==> config.mk <==
export PLATFORM = sky130hd
export DESIGN_NAME = divider_seq
export DESIGN_NICKNAME = d
export VERILOG_FILES = /design/src/rtl/divider_pkg.sv /design/src/rtl/divider_step.sv /design/src/rtl/divider_seq.sv
export SDC_FILE = /design/constraint.sdc
export NUM_CORES = 1
export LEC_CHECK = 0
export BUFFER_PORTS_ARGS = -buffer_cell sky130_fd_sc_hd__buf_2
export CAP_MARGIN = 5
export CORE_MARGIN = 2
export CORE_UTILIZATION = 35
export CTS_CLUSTER_DIAMETER = 60
export CTS_CLUSTER_SIZE = 25
export DETAILED_ROUTE_END_ITERATION = 12
export GPL_ROUTABILITY_DRIVEN = 0
export PLACE_DENSITY_LB_ADDON = 0.2
export SLEW_MARGIN = 5
export SYNTH_ARGS = -nofsm -noshare
export SYNTH_HDL_FRONTEND = slang
export SYNTH_SLANG_ARGS = --single-unit
==> constraint.sdc <==
create_clock -name clk -period 1.8 [get_ports clk]
set_input_delay 0.09 -clock clk [delete_from_list [all_inputs] [get_ports clk]]
set_output_delay 0.09 -clock clk [all_outputs]
set_load 0.01 [all_outputs]
==> src/rtl/divider_pkg.sv <==
// Shared types and default widths for the sequential restoring divider.

package divider_pkg;

    localparam int unsigned DIV_DW_DEF = 4;
    localparam int unsigned DIV_VW_DEF = 2;

    typedef enum logic [1:0] {
        StIdle,
        StRun,
        StDone
    } div_state_e;

endpackage

==> src/rtl/divider_step.sv <==
// One restoring-division step: bring in the next dividend bit, subtract the divisor if it fits.

module divider_step #(
    parameter int unsigned VW = 2
) (
    input  logic [VW-1:0] partial_in,
    input  logic          dividend_bit,
    input  logic [VW-1:0] divisor,
    output logic [VW-1:0] partial_out,
    output logic          quotient_bit
);

    // The trial value needs one extra bit; the stored partial never does because it is < divisor.
    logic [VW:0] trial;

    always_comb begin
        trial        = {partial_in, dividend_bit};
        quotient_bit = (trial >= {1'b0, divisor});
        partial_out  = quotient_bit ? VW'(trial - {1'b0, divisor}) : trial[VW-1:0];
    end

endmodule

==> src/rtl/divider_seq.sv <==
// Sequential restoring divider, one quotient bit per clock with start/busy/done handshake.
// Optional DIVIDER_ZERO_CHECK_EN short-circuits a zero divisor straight to DONE with dz set.

module divider_seq
    import divider_pkg::*;
#(
    parameter int unsigned DW = DIV_DW_DEF,
    parameter int unsigned VW = DIV_VW_DEF
) (
    input  logic          clk,
    input  logic          rst,
    input  logic          start,
    input  logic [DW-1:0] dividend,
    input  logic [VW-1:0] divisor,
    output logic [DW-1:0] quotient,
    output logic [VW-1:0] remainder,
    output logic          busy,
    output logic          done,
    output logic          dz
);

    localparam int unsigned CW = $clog2(DW + 1);

    div_state_e    state_q, state_d;
    logic [DW-1:0] dividend_q, dividend_d;
    logic [VW-1:0] divisor_q, divisor_d;
    logic [VW-1:0] partial_q, partial_d;
    logic [DW-1:0] quo_sr_q, quo_sr_d;
    logic [CW-1:0] cnt_q, cnt_d;
    logic [DW-1:0] quotient_q, quotient_d;
    logic [VW-1:0] remainder_q, remainder_d;
    logic          dz_q, dz_d;

    logic [VW-1:0] step_partial;
    logic          step_bit;

    divider_step #(
        .VW(VW)
    ) u_step (
        .partial_in   (partial_q),
        .dividend_bit (dividend_q[DW-1]),
        .divisor      (divisor_q),
        .partial_out  (step_partial),
        .quotient_bit (step_bit)
    );

    always_comb begin
        state_d     = state_q;
        dividend_d  = dividend_q;
        divisor_d   = divisor_q;
        partial_d   = partial_q;
        quo_sr_d    = quo_sr_q;
        cnt_d       = cnt_q;
        quotient_d  = quotient_q;
        remainder_d = remainder_q;
        dz_d        = dz_q;

        unique case (state_q)
            StIdle: begin
                if (start) begin
                    dividend_d = dividend;
                    divisor_d  = divisor;
                    partial_d  = '0;
                    quo_sr_d   = '0;
                    cnt_d      = CW'(DW);
                    dz_d       = 1'b0;
                    state_d    = StRun;
`ifdef DIVIDER_ZERO_CHECK_EN
                    if (divisor == '0) begin
                        state_d     = StDone;
                        dz_d        = 1'b1;
                        quotient_d  = '1;
                        remainder_d = dividend[VW-1:0];
                    end
`endif
                end
            end
            StRun: begin
                dividend_d = dividend_q << 1;
                partial_d  = step_partial;
                quo_sr_d   = (quo_sr_q << 1) | DW'(step_bit);
                cnt_d      = cnt_q - CW'(1);
                // Results are published on the edge that performs the final step.
                if (cnt_q == CW'(1)) begin
                    state_d     = StDone;
                    quotient_d  = quo_sr_d;
                    remainder_d = step_partial;
                end
            end
            StDone: begin
                state_d = StIdle;
            end
            default: begin
                state_d = StIdle;
            end
        endcase
    end

    always_ff @(posedge clk) begin
        if (rst) begin
            state_q     <= StIdle;
            dividend_q  <= '0;
            divisor_q   <= '0;
            partial_q   <= '0;
            quo_sr_q    <= '0;
            cnt_q       <= '0;
            quotient_q  <= '0;
            remainder_q <= '0;
            dz_q        <= 1'b0;
        end else begin
            state_q     <= state_d;
            dividend_q  <= dividend_d;
            divisor_q   <= divisor_d;
            partial_q   <= partial_d;
            quo_sr_q    <= quo_sr_d;
            cnt_q       <= cnt_d;
            quotient_q  <= quotient_d;
            remainder_q <= remainder_d;
            dz_q        <= dz_d;
        end
    end

    assign quotient  = quotient_q;
    assign remainder = remainder_q;
    assign busy      = (state_q == StRun);
    assign done      = (state_q == StDone);
    assign dz        = dz_q;

endmodule

Word level (Yosys, flattened, before mapping)
Index checks and enable logic that the tools add are counted.
- register bits after elaboration: 22
- output and inout bits: 9
- logic and storage cells: 35
- $add $sub $neg: 2
- magnitude comparators: 1
- bitwise logic cells: 1
- equality and inequality tests: 5
- reduce and logical (&&, ||, !) cells: 6
- mux-type cells: 12
- operator list (kind ; number):
    3-bit one-hot mux with 2 select lines ; 2
    2-bit 2-to-1 mux ; 4
    2-bit one-hot mux with 2 select lines ; 2
    4-bit one-hot mux with 2 select lines ; 1
    2-bit AND reduction ; 4
    3-bit 2-to-1 mux ; 2
    4-bit 2-to-1 mux ; 1
    4-bit by 1-bit bitwise OR with 4-bit output ; 1
    3-bit by 1-bit equality test with 1-bit output, second input constant ; 1
    3-bit by 2-bit >= comparator with 1-bit output ; 1
    3-bit by 1-bit subtractor with 3-bit output, second input constant ; 1
    2-bit by 1-bit equality test with 1-bit output, second input constant ; 1
    2-bit equality test, second input constant ; 1
    2-bit zero test ; 1
    2-bit by 1-bit inequality test with 1-bit output, second input constant ; 1
    2-bit inequality test, second input constant ; 1
    2-bit nonzero test ; 1
    2-bit subtractor ; 1

Logic depth before layout (Yosys ltp)
- depth in word-level cells: 3
- gate-level depth with buffers: 6

Modules after synthesis
From an unflattened synthesis, not the netlist that was laid out.
- cell total of the unflattened synthesis: 110
- area, all modules: 1024.7 um^2
- by module, submodules not included (module ; area an instance (um^2) ; cells an instance ; seq. area each (um^2) ; times used):
    divider_seq ; 925.9 ; 97 ; 440.4 ; 1
    divider_step ; 98.8 ; 13 ; 0.0 ; 1

Worst setup path after synthesis
Ideal clock, no wire load.
- kind: register to register
- start point: register divisor_q[1]
- end point: register partial_q[1]
- slack: 0.315 ns
- required time: 1.672 ns
- cell stages (with the launch flop): 7
- arrival: 1.357 ns
- clock period less this slack: 1.485 ns
- buffers on the path: 0
- setup time: 0.128 ns
- cells stage by stage: dfxtp_1 > inv_1 > ha_1 > a2111oi_0 > a211oi_1 > a22oi_1 > nor2_1
- cells in the longest elaborated chain, start to end: 3
- RTL lines (element ; RTL line ; text):
    from (decl) ; divider_seq.sv:26 ; logic [VW-1:0] divisor_q, divisor_d;
    from (signal assigned) ; divider_seq.sv:113 ; divisor_q <= divisor_d;
    3-bit by 2-bit >= comparator with 1-bit output or 2-bit subtractor (tied branches) ; divider_step.sv:18, divider_step.sv:19 ;
    2-bit 2-to-1 mux * ; divider_step.sv:19 ; partial_out = quotient_bit ? VW'(trial - {1'b0, divisor}) : trial[VW-1:0];
    2-bit one-hot mux with 2 select lines * ; divider_seq.sv:58 ; unique case (state_q)
    to (signal assigned) ; divider_seq.sv:114 ; partial_q <= partial_d;
    to (decl) ; divider_seq.sv:27 ; logic [VW-1:0] partial_q, partial_d;
Mark *: on every way between the ends. The rest lies on a longest branch, timed or not.
A chain may end at the register's enable or synchronous reset.

Worst setup path after layout
Same ends and word-level chain as after synthesis.

==> impl_metrics.tcl <==
set metrics [dict create \
    grt_antenna_before_repair 0 \
    relSlewSlack 0.615 \
    skew_ns 0.00550 \
    antenna_cells 0 \
    vias_per_cell 4.94 \
    synth_largest_area_cell "dfxtp_1" \
    grt_use_total 0.136 \
    hold_viol_final 0 \
    place_ws_ns 0.210 \
    setup-tns-final_ns 0 \
    io_pins 18 \
    setup_ws_ns 0.237 \
    n_fill_cell 292 \
    place_inst 154 \
    period_share 0.868 \
    clk_pin_slew_ns 0.13 \
    power_density_mw_per_mm2 930 \
    grt_pass1_vias 797 \
    crit_path_max_fanout 5 \
    die_area_mm2 0.00334 \
    drc 0 \
    layout-drive-gt1-share 0.236 \
    place_hpwl_um 1460 \
    setup_viol 0 \
    grt_max_degree 24 \
    drt_iter0_drc 14 \
    synth_cells 110 \
    slowest_stage "a2111oi_0" \
    postPlaceCellArea_mm2 0.00112 \
    p_leak_nw 0.493 \
    crit_chain "inv_1 > ha_1 > a2111oi_0 > a211oi_1 > a22oi_1 > nor2_1" \
    rsz0062_at_grt "false" \
    layout_commonest_cell "dfxtp_1" \
    wl_per_cell_um 12.7 \
    clock_latency_ns 0.31 \
    period_minus_slack_ns 1.56 \
    cts_buffer_depth 2 \
    postCtsSetupBuffers 0 \
    cts-htree-levels 1 \
    synth_seq_cells 22 \
    syn_nets 123 \
    post_cts_resized 0 \
    required_ns 2.00 \
    drv_slew 0 \
    vias 781 \
    cp-start-kind "flop" \
    cts_buffers 3 \
    hold_path.class "input port to flop" \
    grt_overflow 0 \
    critical-path-top-delay-family "compound AO/OA/AOI/OAI gates" \
    cpPeakStageDelay_ns 0.40 \
    max-vdd-ir-drop_mv 1.25 \
    start_util 0.367 \
    yosys_warnings 0 \
    cts-root-buf "clkbuf_4" \
    cp.arrival_ns 1.77 \
    synth_seq_area_share 0.435 \
    cts_tree "done" \
    postRouteAntennaNets 0 \
    wirelength_um 2010 \
    synthDistinctLibCells 31 \
    synth_area_mm2 0.00101 \
    critPathBufInv 1 \
    syn_avg_cell_area_um2 9.20 \
    tightest_slew_ns 0.576 \
    first_pass_iters 2 \
    fin_area_mm2 0.00117 \
    fin_nets 141 \
    synthTopCellsByArea "dfxtp_1 44%, nor2_1 7.4%, ha_1 4.9%" \
    postLayoutCoreUtil 0.424 \
    layout_common_cells "22 x dfxtp_1, 20 x nor2_1, 16 x buf_2" \
    netlist.area_leader.share 0.435 \
    syn_to_final_growth_pct 15.5 \
    fp.dieH_um 57.8 \
    die_x_um 57.8 \
    max_freq_ghz 0.640 \
    portBuffers 16 \
    final_cell_count_no_fill 158 \
    holdBufCountCts 0 \
    status "finished clean" \
    crit_type "flop to flop" \
    cap_violations 0 \
    grt_first_pass_wirelength_um 3480 \
    core_area_mm2 0.00276 \
    cts.sinks 22 \
    rows 19 \
    cp-end-kind "flop" \
]
[cells in the mapped netlist]
library cell,count
clkbuf_1,2
and2b_2,1
o21ai_0,3
o31ai_1,2
a311oi_1,3
a2111oi_0,1
mux2i_1,5
or2_2,1
conb_1,1
o21bai_1,1
nand2_1,8
nand3b_1,3
nor3b_1,1
ha_1,4
nor2b_1,3
a22oi_1,3
nor3_1,1
inv_1,4
nor2_2,2
nand2b_4,1
nor2_4,1
a21oi_1,5
a211oi_1,4
nand3b_4,1
nor2_1,20
nor2_8,1
clkinv_1,1
dfxtp_1,22
nand2b_1,2
a211oi_2,1
buf_4,2
[metal layers]
metal / GRT usage / vias to the layer above / wire, um
li1: - / 415 / -
met1: 0.173 / 348 / 968
met2: 0.229 / 16 / 934
met3: 0.0402 / 2 / 88
met4: 0.0299 / 0 / 18
met5: 0 / - / 0
[path summary, 6_finish.rpt]
kind / from / endpoint / slack (ns) / cells after the start
worst max-delay path: divisor_q[1]$_SDFFE_PP0P_ / partial_q[1]$_SDFFE_PP0P_ / 0.24 / 6
worst max register to register: divisor_q[1]$_SDFFE_PP0P_ / partial_q[1]$_SDFFE_PP0P_ / 0.24 / 6
worst min-delay path: divisor[1] / divisor_q[1]$_SDFFE_PP0P_ / 0.01 / 3
worst min register to register: dividend_q[1]$_SDFFE_PP0P_ / dividend_q[2]$_SDFFE_PP0P_ / 0.48 / 2
[power by group]
part | switching (mW) | internal, mW
Sequential | 0.0239 | 0.516
Clock | 0.154 | 0.225
Combinational | 0.0969 | 0.0715
[kinds of logic after synthesis]
group | count (synthesis) | share of synthesized area
buffers and inverters | 9 | 0.0408
other | 1 | 0.00370
multiplexers | 5 | 0.0494
AO/OA/AOI/OAI | 23 | 0.161
adder cells (fa/ha/maj) | 4 | 0.0494
flip-flops | 22 | 0.435
AND/OR/NAND/NOR | 46 | 0.261
[cell type report]
| class | count | area, um2 | area share |
|---|---|---|---|
| inverters | 5 | 18.8 | 0.0161 |
| clock buffers | 3 | 22.5 | 0.0193 |
| multi-input cells | 79 | 531 | 0.454 |
| clock inverters | 1 | 30.0 | 0.0257 |
| well taps | 31 | 38.8 | 0.0332 |
| flip-flops and latches | 22 | 440 | 0.377 |
| repair buffers | 17 | 87.6 | 0.0749 |
[sequential cells by signal (all words and copies together) (netlist names)]
| signal | count |
|---|---|
| cnt_q | 3 |
| dividend_q | 4 |
| divisor_q | 2 |
| partial_q | 2 |
| quo_sr_q | 3 |
| quotient | 4 |
| remainder | 2 |
| state_q | 2 |
[worst register-to-register path, delay by kind of cell (launching register included)]
| kind | cells | cell delay [ns] |
|---|---|---|
| adder cells (fa/ha/maj) | 1 | 0.33 |
| AO/OA/AOI/OAI | 3 | 0.70 |
| flip-flops | 1 | 0.33 |
| buffers and inverters | 1 | 0.05 |
| AND/OR/NAND/NOR | 1 | 0.05 |
[metrics by stage]
step | hold WS (ns) | total power [mW]
after floorplan | 0.162 | 0.675
after global placement | 0.324 | 0.716
after detailed placement | 0.335 | 0.722
after CTS | 0.00204 | 1.11
after global routing | 0.0223 | 1.15
final | 0.0118 | 1.09
Note: power is estimated with default switching activity, not from simulation.
